===== config.mk =====
export PLATFORM = sky130hd
export DESIGN_NAME = pipe_hazard_ctrl
export DESIGN_NICKNAME = d
export VERILOG_FILES = /design/src/rtl/mips_pipe_pkg.sv /design/src/rtl/fwd_unit.sv /design/src/rtl/pipe_hazard_ctrl.sv
export SDC_FILE = /design/constraint.sdc
export NUM_CORES = 1
export LEC_CHECK = 0
export CORE_UTILIZATION = 30
export DETAILED_ROUTE_END_ITERATION = 8
export GPL_TIMING_DRIVEN = 0
export PLACE_DENSITY = 0.66
export SETUP_SLACK_MARGIN = 0.15
export SKIP_CTS_REPAIR_TIMING = 1
export SYNTH_ARGS = -nofsm -noshare
export SYNTH_HDL_FRONTEND = slang
export SYNTH_HIERARCHICAL = 1
export SYNTH_SLANG_ARGS = --single-unit

===== constraint.sdc =====
create_clock -name clk -period 2.8 [get_ports clk]
set_input_delay 0.56 -clock clk [delete_from_list [all_inputs] [get_ports clk]]
set_output_delay 0.56 -clock clk [all_outputs]
set_load 0.02 [all_outputs]

===== src/rtl/mips_pipe_pkg.sv =====
// Shared types and constants for the MIPS pipeline hazard controller.
package mips_pipe_pkg;

   typedef enum logic [1:0] {
      ST_RUN   = 2'd0,
      ST_IMISS = 2'd1,
      ST_DMISS = 2'd2,
      ST_ERR   = 2'd3
   } pipe_state_e;

   // Winning hazard cause for the current cycle, already priority-resolved
   typedef enum logic [2:0] {
      CS_RUN,
      CS_IMISS,
      CS_STALL,
      CS_BRANCH,
      CS_DMISS,
      CS_ERR
   } cause_e;

   localparam logic [1:0] FWD_RF    = 2'b00;
   localparam logic [1:0] FWD_EXMEM = 2'b10;
   localparam logic [1:0] FWD_MEMWB = 2'b01;

endpackage


===== src/rtl/fwd_unit.sv =====
// Forwarding select for one EX operand; the nearer EX_MEM producer beats MEM_WB.
module fwd_unit
   import mips_pipe_pkg::*;
#(
   parameter int REG_AW = 5,
   parameter bit FWD_EN = 1'b1
) (
   input  logic [REG_AW-1:0] src,
   input  logic              exmem_reg_write,
   input  logic [REG_AW-1:0] exmem_dest,
   input  logic              memwb_reg_write,
   input  logic [REG_AW-1:0] memwb_dest,
   output logic [1:0]        sel
);

   logic exmem_hit;
   logic memwb_hit;

   // $0 is hardwired, so a write to it never produces a forwardable value
   assign exmem_hit = exmem_reg_write && (exmem_dest != '0) && (exmem_dest == src);
   assign memwb_hit = memwb_reg_write && (memwb_dest != '0) && (memwb_dest == src);

   always_comb begin
      sel = FWD_RF;
      if (FWD_EN) begin
         if (exmem_hit) begin
            sel = FWD_EXMEM;
         end else if (memwb_hit) begin
            sel = FWD_MEMWB;
         end
      end
   end

endmodule


===== src/rtl/pipe_hazard_ctrl.sv =====
// Stall/flush/forwarding controller for the 5-stage pipeline: per-stage enables,
// bubble inserts, miss watchdog and saturating performance counters.
module pipe_hazard_ctrl
   import mips_pipe_pkg::*;
#(
   parameter int REG_AW       = 5,
   parameter bit FWD_EN       = 1'b1,
   parameter int MISS_TIMEOUT = 64,
   parameter int CNT_W        = 32
) (
   input  logic              clk,
   input  logic              rst,
   input  logic              ins_hit,
   input  logic              data_hit,
   input  logic              pc_src,
   input  logic [REG_AW-1:0] id_rs,
   input  logic [REG_AW-1:0] id_rt,
   input  logic              id_uses_rt,
   input  logic [REG_AW-1:0] ex_rs,
   input  logic [REG_AW-1:0] ex_rt,
   input  logic              idex_mem_read,
   input  logic              idex_reg_write,
   input  logic [REG_AW-1:0] idex_dest,
   input  logic              exmem_reg_write,
   input  logic [REG_AW-1:0] exmem_dest,
   input  logic              memwb_reg_write,
   input  logic [REG_AW-1:0] memwb_dest,
   output logic              pc_en,
   output logic              ifid_en,
   output logic              idex_en,
   output logic              exmem_en,
   output logic              memwb_en,
   output logic              ifid_flush,
   output logic              idex_flush,
   output logic              exmem_flush,
   output logic [1:0]        fwd_a,
   output logic [1:0]        fwd_b,
   output logic [1:0]        state,
   output logic              timeout_err,
   output logic [CNT_W-1:0]  stall_cnt,
   output logic [CNT_W-1:0]  flush_cnt
);

   // state | meaning
   // RUN   | normal flow, branch flush or RAW/load-use bubble
   // IMISS | waiting on I-cache, bubbles fed into IF_ID
   // DMISS | waiting on D-cache, whole pipeline frozen
   // ERR   | miss watchdog expired, pipeline frozen until rst

   localparam int MC_W = $clog2(MISS_TIMEOUT);
   localparam logic [MC_W-1:0] MISS_LAST = MC_W'(MISS_TIMEOUT - 1);

   pipe_state_e     state_q;
   pipe_state_e     state_d;
   cause_e          cause;
   logic [MC_W-1:0] miss_ctr;
   logic            miss_now;
   logic            miss_expired;

   logic            ld_use;
   logic            raw_idex;
   logic            raw_exmem;
   logic            raw_memwb;
   logic            stall_req;
   logic [1:0]      fwd_a_raw;
   logic [1:0]      fwd_b_raw;

   fwd_unit #(.REG_AW(REG_AW), .FWD_EN(FWD_EN)) u_fwd_a (
      .src             (ex_rs),
      .exmem_reg_write (exmem_reg_write),
      .exmem_dest      (exmem_dest),
      .memwb_reg_write (memwb_reg_write),
      .memwb_dest      (memwb_dest),
      .sel             (fwd_a_raw)
   );

   fwd_unit #(.REG_AW(REG_AW), .FWD_EN(FWD_EN)) u_fwd_b (
      .src             (ex_rt),
      .exmem_reg_write (exmem_reg_write),
      .exmem_dest      (exmem_dest),
      .memwb_reg_write (memwb_reg_write),
      .memwb_dest      (memwb_dest),
      .sel             (fwd_b_raw)
   );

   assign ld_use = idex_mem_read && (idex_dest != '0) &&
                   ((idex_dest == id_rs) || (id_uses_rt && (idex_dest == id_rt)));

   assign raw_idex  = idex_reg_write && (idex_dest != '0) &&
                      ((idex_dest == id_rs) || (id_uses_rt && (idex_dest == id_rt)));
   assign raw_exmem = exmem_reg_write && (exmem_dest != '0) &&
                      ((exmem_dest == id_rs) || (id_uses_rt && (exmem_dest == id_rt)));
   assign raw_memwb = memwb_reg_write && (memwb_dest != '0) &&
                      ((memwb_dest == id_rs) || (id_uses_rt && (memwb_dest == id_rt)));

   // Without forwarding every in-flight producer must drain to the register file
   assign stall_req = FWD_EN ? ld_use : (raw_idex || raw_exmem || raw_memwb);

   always_comb begin
      cause = CS_RUN;
      if (state_q == ST_ERR) begin
         cause = CS_ERR;
      end else if (!data_hit) begin
         cause = CS_DMISS;
      end else if (pc_src) begin
         cause = CS_BRANCH;
      end else if (stall_req) begin
         cause = CS_STALL;
      end else if (!ins_hit) begin
         cause = CS_IMISS;
      end
   end

   assign miss_now     = (cause == CS_DMISS) || (cause == CS_IMISS);
   assign miss_expired = (miss_ctr == MISS_LAST);

   always_comb begin
      pc_en       = 1'b1;
      ifid_en     = 1'b1;
      idex_en     = 1'b1;
      exmem_en    = 1'b1;
      memwb_en    = 1'b1;
      ifid_flush  = 1'b0;
      idex_flush  = 1'b0;
      exmem_flush = 1'b0;
      fwd_a       = fwd_a_raw;
      fwd_b       = fwd_b_raw;
      state_d     = ST_RUN;

      unique case (cause)
         CS_ERR: begin
            pc_en    = 1'b0;
            ifid_en  = 1'b0;
            idex_en  = 1'b0;
            exmem_en = 1'b0;
            memwb_en = 1'b0;
            fwd_a    = FWD_RF;
            fwd_b    = FWD_RF;
            state_d  = ST_ERR;
         end
         CS_DMISS: begin
            // EX_MEM stays frozen, so a pending pc_src is still valid afterwards
            pc_en    = 1'b0;
            ifid_en  = 1'b0;
            idex_en  = 1'b0;
            exmem_en = 1'b0;
            memwb_en = 1'b0;
            state_d  = miss_expired ? ST_ERR : ST_DMISS;
         end
         CS_BRANCH: begin
            ifid_flush  = 1'b1;
            idex_flush  = 1'b1;
            exmem_flush = 1'b1;
         end
         CS_STALL: begin
            pc_en      = 1'b0;
            ifid_en    = 1'b0;
            idex_flush = 1'b1;
         end
         CS_IMISS: begin
            pc_en      = 1'b0;
            ifid_flush = 1'b1;
            state_d    = miss_expired ? ST_ERR : ST_IMISS;
         end
         default: begin
         end
      endcase

      if (rst) begin
         pc_en       = 1'b0;
         ifid_en     = 1'b0;
         idex_en     = 1'b0;
         exmem_en    = 1'b0;
         memwb_en    = 1'b0;
         ifid_flush  = 1'b1;
         idex_flush  = 1'b1;
         exmem_flush = 1'b1;
         fwd_a       = FWD_RF;
         fwd_b       = FWD_RF;
      end
   end

   always_ff @(posedge clk) begin
      if (rst) begin
         state_q     <= ST_RUN;
         miss_ctr    <= '0;
         timeout_err <= 1'b0;
         stall_cnt   <= '0;
         flush_cnt   <= '0;
      end else begin
         state_q <= state_d;

         if (miss_now && (state_d != ST_ERR)) begin
            miss_ctr <= miss_ctr + 1'b1;
         end else begin
            miss_ctr <= '0;
         end

         if (state_d == ST_ERR) begin
            timeout_err <= 1'b1;
         end

         if (!pc_en && (stall_cnt != '1)) begin
            stall_cnt <= stall_cnt + 1'b1;
         end

         if ((cause == CS_BRANCH) && (flush_cnt != '1)) begin
            flush_cnt <= flush_cnt + 1'b1;
         end
      end
   end

   assign state = state_q;

endmodule


==> results of run 1 <==
==> final cells by class <==
class,instances,area (sq um)
Sequential cell,73,1461
Fill cell,1296,7258
Tap cell,176,220.2
Clock buffer,11,252.7
Clock inverter,5,77.57
Timing Repair Buffer,126,1281
Buffer,25,163.9
Multi-Input combinational cell,410,2670
Inverter,4,15.01
==> worst max-delay path: stages <==
cell	delay (ns)
dlymetal6s2s_1	0.18
or4_1	0.56
o21ai_2	0.21
o31a_1	0.22
buf_6	0.14
buf_8	0.13
buf_8	0.13
buf_6	0.12
==> kinds of logic after synthesis <==
kind of cell    Yosys count  synth area share, %
buf+inv                  29                3.517
simple gates            266                34.73
xor+xnor                 58                12.21
mux                      11                2.977
fa+ha+maj                 3               0.9021
compound gates           72                10.55
flops                    73                35.12
==> cells in the final DEF, fill, tap and decap left out, drive strengths merged, types with 3 or more instances in the layout <==
master         instances
nor4                  22
dlymetal6s2s          24
o21ai                 25
nor2b                 14
xor2                  25
xnor2                 33
o31ai                  3
nand2                 34
mux2                  11
ha                     3
dfxtp                 73
buf                   20
or3                   17
nor3                  19
or4                    9
nand3                 30
clkdlybuf4s50         89
o41ai                  3
clkbuf                29
nor2                  62
inv                    4
a21oi                 29
and3                  15
and2                   7
nand4                 25
==> worst paths after layout <==
kind	from	endpoint	slack [ns]	cells after the start
setup / recovery	idex_dest[1]	pc_en	-0.02	8
hold / removal	miss_ctr[0]	miss_ctr[0]	0.45	1
setup reg to reg	flush_cnt[0]	flush_cnt[24]	0.35	7
hold reg to reg	miss_ctr[0]	miss_ctr[0]	0.45	1
==> flip-flops by register name (all words and copies together), names as in the netlist <==
| signal | flops |
|---|---|
| flush_cnt | 32 |
| timeout_err | 1 |
| miss_ctr | 6 |
| state | 2 |
| stall_cnt | 32 |
==> where the power goes <==
group          switching, mW  internal (mW)
Sequential            0.0125           1.05
Clock                  0.454          0.825
Combinational          0.150          0.138
==> layer usage <==
metal / vias up / GRT usage [%]
li1: 2122 / -
met1: 2033 / 21.74
met2: 146 / 29.73
met3: 15 / 4.895
met4: 0 / 5.859
met5: - / 0
==> metrics by stage <==
| stage | area (sq um) | instances | hold WS, ns | setup TNS (ns) |
|---|---|---|---|---|
| after floorplan | 4161 | 512 | 0.4132 | 0 |
| after global placement | 5603 | 810 | 0.4244 | -11.44 |
| after detailed placement | 5603 | 810 | 0.4326 | -14.56 |
| after global routing | 6142 | 830 | 0.4717 | -0.05377 |
| final | 6142 | 830 | 0.4493 | -0.02253 |
| after CTS | 5933 | 826 | 0.4413 | -6.880 |
==> flow_summary.toml, run 1 <==
[global_routing]
grt_overflow = 0
grt_start_max_net_pins = 13
grt_pass1_wl_mm = 20.46
first_global_vias = 4207
grtUsageTotal_pct = 17.71
antenna_found_initial = 0

[yosys]
synth_edf_count = 0
ys_warn_count = 6
synth_area_sq_um = 4161
yosys.area.top_type_share_pct = 35.12
synth.most_common_cell = "dfxtp_1"
ys_seq_area_share_pct = 35.12
ys_seq_elements = 73
syn_inst = 512
ys_types = 49
yosysTopAreaCell = "dfxtp_1"
synth-main-ff-cell = "dfxtp_1"
synth_area_per_cell_sq_um = 8.128
syn_nets = 560
synthTopCellsByArea = "dfxtp_1 35%, xnor2_1 6.9%, nor2_1 5.6%"
synth_common_cells = "73 x dfxtp_1, 62 x nor2_1, 33 x nand2_1, 33 x xnor2_1"
synth-async-reset-ratio_pct = 0

[power]
power_density_nw_per_um2 = 427.8
p_leak_nw = 2.298
vdd_drop_max_uv = 331.1
power_mw = 2.628

[clocking]
root_buffer = "clkbuf_16"
clock_path_buffers = 2
path_clk_slew_ns = 0.06
cts_sinks = 73
cts_tree = "yes"
insertion_delay_ns = 0.34
htreeDepth = 3
numCtsBuffers = 9

[routing]
drtAntennaViolNets = 0
viasPerCell = 5.200
met3_length_um = 838
drt_iter0_drc = 222
wire_per_inst_um = 15.11
wirelength_met1_mm = 5.530
wl_mm = 12.54
wl_met2_mm = 5.987
drt_pre_antenna_iters = 5
vias = 4316
post-route-drc-count = 0
routed.top_layer = "met4"

[run]
maxCapViolCount = 0

[sta]
hold_violations = 0
setup_slack_ns = -0.02253
rsz0062_at_grt = "yes"
finalCriticalPeriod_ns = 2.823
fmax_mhz = 354.3
worst_slew_pin_slew_ns = 0.8555
skew_ns = 0.007973
period_share_pct = 100.8
drv_slew = 0
setup_violations = 1
relSlewSlack_pct = 42.53

[cells_and_area]
drive_gt1_share_pct = 11.93
nNetsFinal = 697
final_util_pct = 45.84
syn_to_final_growth_pct = 47.59
insertedDiodeCount = 0

[placed_design]
dp_slack_ns = -1.035
port-buffer-count = 122
dp_hpwl_mm = 9.296
routabilityCongestion = 0.8241

[die]
core_area_sq_um = 13400
ios = 124
dieArea_sq_um = 14350
rows = 42
start_util_pct = 31.06
die_h_um = 119.8
fp.dieW_um = 119.8

[critical_path]
cp-start-kind = "input port"
crit_type = "input port to output port"
cp.required_ns = 2.24
cp.arrival_ns = 2.26
end_kind = "output port"
cp_max_fo = 10

[worst_hold_path]
hp-class = "flip-flop to flip-flop"

[status]
status = "complete, but fails checks"
violations = "negative setup slack"
No activity file was read; power rests on OpenSTA's default activity.
==> run 2, diff against run 1 <==
- PLACE_DENSITY: 0.66 -> not set
- PLACE_DENSITY_LB_ADDON: not set -> 0.1
==> run 2 against run 1 <==
  * The flow now finishes without violations
  * Register-to-register slack about the same
  * Non-clock buffer count up 6
  * Die area unchanged
  * Critical path depth unchanged
  * Count of clock-buffer cells in the layout up 3
  * Clock skew about the same
==> flow_summary.toml, run 2 (synthesis gave the netlist of run 1 again) <==
[die]
dieArea_sq_um = 14350
die_h_um = 119.8
core_area_sq_um = 13400
ios = 124
fp.dieW_um = 119.8
start_util_pct = 31.06
rows = 42

[routing]
drtAntennaViolNets = 0
vias = 4254
drt_iter0_drc = 227
wire_per_inst_um = 14.87
drt_pre_antenna_iters = 7
wl_mm = 12.43
post-route-drc-count = 0
viasPerCell = 5.089

[sta]
worst_slew_pin_slew_ns = 0.9279
relSlewSlack_pct = 37.67
fmax_mhz = 377.1
setup_slack_ns = 0.1481
skew_ns = 0.007858
setup_violations = 0
hold_violations = 0
finalCriticalPeriod_ns = 2.652
period_share_pct = 94.71
rsz0062_at_grt = "yes"
drv_slew = 0

[critical_path]
cp_max_fo = 6
path_delay_family = "buffers and inverters"
r2r_setup_slack_ns = 0.34
end_kind = "output port"
crit_chain = "clkdlybuf4s50_1, xnor2_1, a32oi_2, o31a_1, buf_6, buf_8, buf_8, buf_6"
cp-start-kind = "input port"
crit_slowest_cell = "clkdlybuf4s50_1"
slowest_delay_ns = 0.47
cp.required_ns = 2.24
cp.buffers_inverters = 5
crit_type = "input port to output port"
cp.arrival_ns = 2.09
timing.rr.end = "flush_cnt[24]"
rr_worst_depth = 7
r2r-start = "flush_cnt[0]"

[global_routing]
grtUsageTotal_pct = 17.56
grt_pass1_wl_mm = 20.04
grt_start_max_net_pins = 12
grt_overflow = 0
antenna_found_initial = 0
first_global_vias = 4009

[placed_design]
dp_slack_ns = -1.048
routabilityCongestion = 0.8093
placed_cell_area_sq_um = 5603
port-buffer-count = 122
dp_hpwl_mm = 9.265

[cells_and_area]
n_fill_cell = 1342
nNetsFinal = 703
syn_to_final_growth_pct = 46.57
multi_input_area_sq_um = 2609
layout_common_cells = "84 x clkdlybuf4s50_1, 73 x dfxtp_1, 61 x nor2_1, 33 x xnor2_1, 33 x nand2_1"
insertedDiodeCount = 0
final_area_sq_um = 6100
drive_gt1_share_pct = 11.67
area.sequential_sq_um = 1461
top_regs = "flush_cnt: 32 flops, stall_cnt: 32 flops, miss_ctr: 6 flops"
final_common_cell = "clkdlybuf4s50_1"

[power]
vdd_drop_max_uv = 295.7
power_mw = 2.538
power_density_nw_per_um2 = 416.2
p_leak_nw = 2.332

[run]
maxCapViolCount = 0

[clocking]
insertion_delay_ns = 0.33
clock_path_buffers = 2
root_buffer = "clkbuf_16"
numCtsBuffers = 9
path_clk_slew_ns = 0.05
cts_tree = "yes"
cts_sinks = 73
htreeDepth = 3

[status]
status = "completed"

[worst_hold_path]
hp-class = "flip-flop to flip-flop"
worstHoldStart = "miss_ctr[0]"
hold_depth = 1
holdPathEnd = "miss_ctr[0]"
[run 2: per-layer routing]
| layer | vias up | GRT usage, % | wire (um) |
|---|---|---|---|
| li1 | 2140 | - | - |
| met1 | 2026 | 21.64 | 5637 |
| met2 | 83 | 30.20 | 6283 |
| met3 | 5 | 4.373 | 445 |
| met4 | 0 | 4.766 | 66 |
| met5 | - | 0 | 0 |
[run 2: report_power, final]
| part | leakage (nW) | total [mW] | switching, mW | internal [mW] |
|---|---|---|---|---|
| logic | 1.59 | 0.286 | 0.146 | 0.140 |
| clock network | 0.153 | 1.19 | 0.429 | 0.762 |
| registers | 0.589 | 1.06 | 0.0118 | 1.05 |
| total | 2.33 | 2.54 | 0.587 | 1.95 |
[run 2: how the worst max path moves through the flow]
stage,end,startpoint,depth (start not counted)
after global placement,pc_en,idex_dest[1],8
after global routing,pc_en,pc_src,8
after CTS,pc_en,idex_dest[1],8
final,pc_en,id_rt[0],8
after detailed placement,pc_en,idex_dest[1],8
after floorplan,idex_flush,idex_dest[3],6
[run 2: per-stage QoR]
stage	util, %	TNS [ns]	instances	hold slack [ns]
CTS	44.12	-6.876	826	0.4475
floorplan	-	0	512	0.4132
detailed placement	41.81	-13.12	810	0.4353
global route	45.52	0	836	0.4565
global placement	41.81	-13.08	810	0.4271
finish	45.52	0	836	0.4429
[run 2: area by class of cell]
cell class,instances,share of cell area (%)
clock inverter,2,0.5744
sequential,73,23.96
timing repair buffer,132,21.68
buffer,25,2.667
multi-input combinational,410,42.77
inverter,4,0.2462
clock buffer,14,4.492
tap,176,3.610
==> run 3, diff against run 2 <==
- CORE_MARGIN: not set -> 2
==> run 3 against run 2 <==
  * Flip-flop and latch count did not move
  * Worst hold slack improved by 0.0016 ns
  * Combinational power barely moved
  * Highest routed layer unchanged
  * Cell count did not move
  * Critical path depth grew 1
  * Utilization down 1.3 points
  * Die area is 3.4% higher
  * Clock power decreased by 7%
  * Fmax fell by 0.32%
  * Critical endpoint unchanged
  * First-iteration DRC count fell by 7.0%
  * Setup slack got worse by 0.0084 ns
==> flow_summary.toml, run 3 (synthesis gave the netlist of run 1 again) <==
[placed_design]
port-buffer-count = 122
dp_slack_ns = -1.014
place_inst = 814
routabilityCongestion = 0.8047
dp_hpwl_mm = 9.320

[critical_path]
crit_chain = "buf_6, xor2_2, nor4_2, a32oi_2, o31a_1, buf_6, buf_8, buf_8, buf_6"
cpMostUsedCell = "buf_6"
crit_slowest_cell = "nor4_2"
cp.arrival_ns = 2.10
crit_type = "input port to output port"
slowest_delay_ns = 0.31
cp-start-kind = "input port"
cp_max_fo = 6
r2r_setup_slack_ns = 0.47
end_kind = "output port"
cp.required_ns = 2.24

[power]
p_leak_nw = 2.300
comb_power_share_pct = 11.6
pwr-share-seq_pct = 43.2
power_density_nw_per_um2 = 404.6
vdd_drop_max_uv = 292.6
swShare_pct = 23.87
netSwitchingPower_mw = 0.5855
p_int_mw = 1.868
pwr-share-clk_pct = 45.1

[cells_and_area]
nNetsFinal = 700
syn_to_final_growth_pct = 45.70
fin_cells = 836
n_fill_cell = 1379
top_regs = "flush_cnt: 32 flops, stall_cnt: 32 flops, miss_ctr: 6 flops"
insertedDiodeCount = 0
layout_common_cells = "83 x clkdlybuf4s50_1, 73 x dfxtp_1, 61 x nor2_1, 33 x xnor2_1, 33 x nand2_1"
final_common_cell = "clkdlybuf4s50_1"
drive_gt1_share_pct = 11.89

[worst_hold_path]
hp-class = "flip-flop to flip-flop"

[clocking]
clock_path_buffers = 2
htreeDepth = 3
path_clk_slew_ns = 0.06
numCtsBuffers = 9
root_buffer = "clkbuf_16"
cts_sinks = 73
insertion_delay_ns = 0.33
cts_tree = "yes"

[routing]
viasPerCell = 5.055
wire_per_inst_um = 14.92
post-route-drc-count = 0
drtAntennaViolNets = 0
drt_pre_antenna_iters = 5
vias = 4226
drt_iter0_drc = 211
wl_mm = 12.47

[die]
rows = 43
dieArea_sq_um = 14830
ios = 124
fp.dieW_um = 121.8
start_util_pct = 30.33
core_area_sq_um = 13720
die_h_um = 121.8

[global_routing]
grtUsageTotal_pct = 17.31
antenna_found_initial = 0
grt_start_max_net_pins = 12
first_global_vias = 4119
grt_pass1_wl_mm = 20.44
grt_overflow = 0

[sta]
fmax_mhz = 375.9
setup_slack_ns = 0.1397
hold_violations = 0
setup-tns-final_ns = 0
setup_violations = 0
worst_slew_pin_slew_ns = 0.6654
relSlewSlack_pct = 55.64
period_share_pct = 95.01
skew_ns = 0.008087
rsz0062_at_grt = "yes"
drv_slew = 0
finalCriticalPeriod_ns = 2.660

[run]
maxCapViolCount = 0

[status]
status = "completed"
==> run 3: area by class of cell <==
class                      instances  area [sq um]  share of cell area, %
multi-input combinational        410          2620                  43.21
buffer                            25         162.7                  2.683
timing repair buffer             129          1301                  21.46
tap                              180         225.2                  3.714
clock buffer                      11         232.7                  3.838
inverter                           4         15.01                 0.2476
sequential                        73          1461                  24.10
clock inverter                     4         45.04                 0.7429
==> run 3: power by group through the flow <==
| stage | Sequential, mW | Combinational (mW) | Clock, mW |
|---|---|---|---|
| after floorplan | 1.09 | 0.120 | 0 |
| after global placement | 1.08 | 0.270 | 0 |
| after detailed placement | 1.08 | 0.273 | 0 |
| after CTS | 1.06 | 0.274 | 1.14 |
| after global routing | 1.06 | 0.312 | 1.19 |
| final | 1.06 | 0.285 | 1.11 |
==> run 3: critical path, delay by kind of cell <==
kind	cells	cell delay, ns
buffers and inverters	5	0.59
XOR/XNOR	1	0.17
AO/OA/AOI/OAI	2	0.47
AND/OR/NAND/NOR	1	0.31
==> run 3: layer usage <==
layer	share of wire (%)	vias up	global-route usage, %
met4	2.0	0	6.753
met1	44	1975	21.03
met3	4.6	15	4.401
met5	0	-	0
met2	49	114	29.29
li1	-	2122	-
==> run 3: final timing paths <==
check	cells past startpoint	to	start
min reg2reg	1	miss_ctr[0]	miss_ctr[0]
max	9	pc_en	id_rt[2]
max reg2reg	7	flush_cnt[7]	flush_cnt[28]
min	1	miss_ctr[0]	miss_ctr[0]
==> run 3: through the flow <==
| stage | total power [mW] | utilization (%) | hold WS, ns | area [sq um] |
|---|---|---|---|---|
| floorplan | 1.209 | - | 0.4132 | 4161 |
| global placement | 1.352 | 40.88 | 0.4255 | 5608 |
| detailed placement | 1.356 | 40.88 | 0.4379 | 5608 |
| CTS | 2.476 | 42.90 | 0.4463 | 5886 |
| global route | 2.566 | 44.20 | 0.4721 | 6063 |
| finish | 2.453 | 44.20 | 0.4446 | 6063 |
==> patch 1: new RTL, flow settings as in run 2 <==
`REG_AW` is set to 5 in 2 places; all go to 6.
--- a/src/rtl/fwd_unit.sv
+++ b/src/rtl/fwd_unit.sv
@@ -2,7 +2,7 @@
 module fwd_unit
    import mips_pipe_pkg::*;
 #(
-   parameter int REG_AW = 5,
+   parameter int REG_AW = 6,
    parameter bit FWD_EN = 1'b1
 ) (
    input  logic [REG_AW-1:0] src,
--- a/src/rtl/pipe_hazard_ctrl.sv
+++ b/src/rtl/pipe_hazard_ctrl.sv
@@ -3,7 +3,7 @@
 module pipe_hazard_ctrl
    import mips_pipe_pkg::*;
 #(
-   parameter int REG_AW       = 5,
+   parameter int REG_AW       = 6,
    parameter bit FWD_EN       = 1'b1,
    parameter int MISS_TIMEOUT = 64,
    parameter int CNT_W        = 32
Ports: changed (7 resized); port bits go from 124 to 131. No check against the original RTL was run, so the function may have changed too.
==> patch 1 against run 2 <==
Synthesized area rose by 1.5%; via count rose by 5.7%; global-route usage increased by 0.56 points; worst setup slack improved by 0.013 ns; worst hold slack improved by 0.030 ns; clock power up 7%; routed wire length is 9.3% higher; sequential cell count unchanged; power is 4.5% higher; cell area increased by 5.3%; largest power group unchanged.
==> patch 1: results (changes against run 2) <==
Status - complete, no violations
Antenna violations before repair - 0 (unchanged)
Ant diodes - 0 (unchanged)
Leakage - 2.46 nW (+5.3%)
Post-synth ARST share - 0 (unchanged)
Worst skew pair latency - 0.33 ns (about the same)
Tot GR Track Use - 0.181 (+0.00555)
R2r setup slk - 0.35 ns
Final hold slack - 0.473 ns (+0.0301 ns)
Synthesized area per cell - 8.22 um2 (+1.1%)
Global-route wire length before repair - 21.0 mm (+4.6%)
IO buf count - 128 (+4.9%)
Largest net degree at the start of global routing - 13 (+1)
CP startpoint - idex_dest[4]
Placed insts - 818 (+0.99%)
Routed Antenna Nets - 0 (unchanged)
Yosys Warn Count - 6 (unchanged)
TritonCTS buffer count - 9 (unchanged)
Biggest registers after layout - flush_cnt x32, stall_cnt x32, miss_ctr x6
Drt first pass iters - 4 (-3)
Synth cell count leaders - dfxtp_1 (73), nor2_1 (40), a21oi_1 (38), xnor2_1 (38), nand2_1 (29)
CP Data Arrival Time - 2.08 ns
Synth area leaders - dfxtp_1 (35%), xnor2_1 (7.9%), xor2_1 (4.8%), a21oi_1 (4.5%), or4_1 (4.4%)
R2r startpoint - stall_cnt[0]
Peak VDD IR - 309 uV (+4.7%)
Worst-case clock skew - 0.00434 ns (-0.00352 ns)
Count of cell types in the netlist - 52 (+6.1%)
Root Buffer Master - clkbuf_16
Worst-path clk slew - 0.05 ns (about the same)
Hold Startpoint - miss_ctr[0]
Final WL - 13.6 mm (+9.3%)
Critical path fanouts, max - 10 (+4)
CTS Buffer Depth - 2 (unchanged)
Syn nets - 569 (+1.6%)
1st-iter DRT viols - 181 (-20%)
Via count - 4495 (+5.7%)
H-tree lvl count - 3 (unchanged)
Nets@finish - 720 (+2.4%)
DP Wirelength - 9.94 mm (+7.2%)
Share of cells above drive strength 1 - 0.113 (-0.00323)
Cell Count, Final, Fillers Out - 846 (+1.2%)
Vias in the first global route - 4215 (+5.1%)
Relative slew slack - 0.560 (+0.184)
RePlAce Congestion - 0.870 (+7.5%)
Sequential fraction of the synthesis area - 0.346 (-0.00510)
Fillers - 1296 (-3.4%)
Hold Crit Class - reg -> reg
patch 1: cell types whose count changed in the layout (fill, tap and decap cells not counted), sizes merged, moves of 9 or more:
cell          before  now
clkbuf            35   26
mux2              11    1
dlymetal6s2s      27   43
nor4              22   10
nor2b             14    5
nor2              62   40
or4                9   25
a21oi             29   38
o31ai              3   18
patch 1: cell families after synthesis:
family | count (synthesis) | share of synthesized area
DFF | 73 | 0.346
xor gates and xnor gates | 61 | 0.127
adders and majority gates | 3 | 0.00889
AOI/OAI and AO/OA | 110 | 0.168
buffers and inverters | 36 | 0.0373
and+or+nand+nor | 228 | 0.306
muxes | 3 | 0.00741
patch 1: layout make-up:
class,instances,area [um2],share of cell area
clock inverters,5,77.6,0.0121
well taps,176,220,0.0343
repair buffers,140,1470,0.229
multi-input cells,406,2760,0.430
plain buffers,25,136,0.0212
clock buffers,11,253,0.0394
inverters,10,37.5,0.00585
flip-flops and latches,73,1460,0.228
patch 1: report_power, final:
| part | leakage [nW] | switching (mW) | internal (mW) |
|---|---|---|---|
| sequential | 0.589 | 0.0148 | 1.05 |
| combinational | 1.71 | 0.164 | 0.156 |
| clock | 0.162 | 0.443 | 0.825 |
patch 1: per-layer routing:
metal  vias to the layer above  GRT usage  wire length [um]
li1                       2224          -                 -
met1                      2130      0.219              5790
met2                       126      0.320              6860
met3                        15     0.0415               761
met4                         0     0.0486               184
met5                         -          0                 0
patch 1: stage by stage:
step	TNS [ns]	instance area (um2)	worst slack, ns	util	power [mW]
2_1_floorplan	0	4230	0.156	-	1.22
3_3_place_gp	-22.67	5730	-1.42	0.424	1.37
3_5_place_dp	-22.08	5730	-1.39	0.424	1.38
4_1_cts	-11.26	6060	-1.41	0.448	2.65
5_1_grt	0	6420	0.0455	0.475	2.75
6_report	0	6420	0.161	0.475	2.65
patch 1: worst paths after layout:
path,to,cells after the start
hold / removal,miss_ctr[0],1
hold reg to reg,miss_ctr[0],1
setup reg to reg,stall_cnt[23],7
setup / recovery,pc_en,8
patch 1: worst max-delay path, stage by stage:
cell and delay, ns:
dlymetal6s2s_1 0.21, xnor2_1 0.16, nand4_1 0.16, o22ai_4 0.31, a41oi_4 0.22, buf_6 0.19
buf_8 0.14, buf_6 0.13
==> patch 2: new RTL, flow settings as in run 2 <==
Without the edit above. Put one more register stage on the output `stall_cnt`, with the module's reset. The value now appears one clock later. The other outputs are not delayed to match.
--- a/src/rtl/pipe_hazard_ctrl.sv
+++ b/src/rtl/pipe_hazard_ctrl.sv
@@ -50,6 +50,8 @@
    localparam int MC_W = $clog2(MISS_TIMEOUT);
    localparam logic [MC_W-1:0] MISS_LAST = MC_W'(MISS_TIMEOUT - 1);
 
+   logic [CNT_W-1:0] stall_cnt_s0;
+
    pipe_state_e     state_q;
    pipe_state_e     state_d;
    cause_e          cause;
@@ -185,7 +187,7 @@
          state_q     <= ST_RUN;
          miss_ctr    <= '0;
          timeout_err <= 1'b0;
-         stall_cnt   <= '0;
+         stall_cnt_s0 <= '0;
          flush_cnt   <= '0;
       end else begin
          state_q <= state_d;
@@ -200,8 +202,8 @@
             timeout_err <= 1'b1;
          end
 
-         if (!pc_en && (stall_cnt != '1)) begin
-            stall_cnt <= stall_cnt + 1'b1;
+         if (!pc_en && (stall_cnt_s0 != '1)) begin
+            stall_cnt_s0 <= stall_cnt_s0 + 1'b1;
          end
 
          if ((cause == CS_BRANCH) && (flush_cnt != '1)) begin
@@ -212,5 +214,13 @@
 
    assign state = state_q;
 
+   always_ff @(posedge clk) begin
+      if (rst) begin
+         stall_cnt <= '0;
+      end else begin
+         stall_cnt <= stall_cnt_s0;
+      end
+   end
+
 endmodule
 
Behaviour: not the same (a bounded check fails within 4 cycles, from zero or initial values and one cycle with rst high).
==> patch 2 against run 2 <==
Clock power up 11%; via count grew 3.3%; final cell count is 9.2% higher; critical endpoint is now idex_flush; routed wire length grew 5.8%; synthesized area increased by 18%; power up 23%; cell area up 13%; die area increased by 18%; sequential cell count grew 32; worst setup slack barely moved; clock skew is 0.0028 ns higher.
==> patch 2: results (changes against run 2) <==
Status - complete, no violations
Multi-input combinational area share - 0.394 (-0.0335)
Nets@finish - 740 (+5.3%)
Leakage - 2.61 nW (+12%)
RePlAce Congestion - 0.809 (about the same)
Synth cell count leaders - dfxtp_1 (105), nor2_1 (74), xnor2_1 (35)
Sequential fraction of the synthesis area - 0.428 (+0.0772)
Worst-case clock skew - 0.0107 ns (+0.00284 ns)
Top cell type's share of synthesized area - 0.428 (+0.0772)
FFs & Latches - 105 (+44%)
CP startpoint - idex_dest[0]
Seq area share - 0.306 (+0.0667)
Met2 routed WL - 6.52 mm (+3.7%)
Comb_multi_in - 415 (+1.2%)
Synth area leaders - dfxtp_1 (43%), xnor2_1 (6.2%), nor2_1 (5.7%), mux2_1 (4.8%), nor2b_1 (4.0%)
Biggest registers after layout - flush_cnt x32, stall_cnt x32, stall_cnt_s0 x32
Clock-cell share of area - 0.0450 (-0.00563)
Met3 Use GR - 0.0443 (+0.000554)
Inverters excl. clock - 8 (+4)
Clock buf count - 9 (-5)
Non-clk bufs - 153 (-2.5%)
Worst skew pair latency - 0.36 ns (+0.03 ns)
R2r startpoint - stall_cnt_s0[0]
Post-Place Worst Slack - -1.28 ns (-0.228 ns)
NonClk Buf Share - 0.211 (-0.0327)
Syn nets - 599 (+7.0%)
Critical path fanouts, max - 4 (-2)
DR vias/cell - 4.81 (-5.4%)
Tot GR Track Use - 0.161 (-0.0144)
Share of cells above drive strength 1 - 0.113 (-0.00332)
Drt first pass iters - 4 (-3)
Peak VDD IR - 311 uV (+5.2%)
Met1 wire length - 5.81 mm (+3.0%)
Worst-Margin Slew - 0.770 ns (-0.158 ns)
Crit-path max cell delay - 0.54 ns (+0.07 ns)
Met3 routed WL - 638 um (+43%)
Largest net degree at the start of global routing - 20 (+8)
==> patch 2: cell count changes in the layout (fill, tap and decap cells not counted), moves of 13 or more <==
cell | run 2 | this run
nor3_1 | 16 | 30
a21oi_1 | 29 | 16
nor2b_1 | 14 | 31
clkdlybuf4s50_1 | 84 | 97
mux2_1 | 3 | 21
o21ai_0 | 23 | 10
dfxtp_1 | 73 | 105
==> patch 2: through the flow <==
step | hold WS, ns | setup TNS, ns | cell area [um2] | power [mW] | cells
2_1_floorplan | 0.413 | 0 | 4910 | 1.69 | 551
3_3_place_gp | 0.425 | -23.96 | 6400 | 1.83 | 889
3_5_place_dp | 0.449 | -22.42 | 6400 | 1.83 | 889
4_1_cts | 0.459 | -6.66 | 6710 | 3.17 | 905
5_1_grt | 0.489 | 0 | 6860 | 3.25 | 913
6_report | 0.452 | 0 | 6860 | 3.13 | 913
==> patch 2: where the power goes <==
part | leakage [nW] | switching (mW) | internal (mW)
clock network | 0.154 | 0.609 | 0.713
registers | 0.847 | 0.0109 | 1.50
logic | 1.61 | 0.145 | 0.149
==> patch 2: worst paths after layout <==
check | endpoint | slack [ns] | depth (start not counted)
worst max-delay path | idex_flush | 0.15 | 7
worst min-delay path | miss_ctr[0] | 0.45 | 1
worst max register to register | stall_cnt_s0[16] | 0.35 | 8
worst min register to register | miss_ctr[0] | 0.45 | 1
==> patch 2: worst max-delay path: cells and delay by family <==
family          cells  cell delay (ns)
compound gates      3             0.49
xor+xnor            1             0.14
buf+inv             2             0.82
simple gates        1             0.08
==> patch 2: cells by family (layout without fill, tap and decap cells) <==
family          after synthesis  in the layout  share of synthesized area
simple gates                279            279                      0.295
flops                       105            105                      0.428
xor+xnor                     55             55                     0.0982
compound gates               48             48                     0.0676
buf+inv                      31            177                     0.0334
mux                          30             30                     0.0701
fa+ha+maj                     3              3                    0.00765
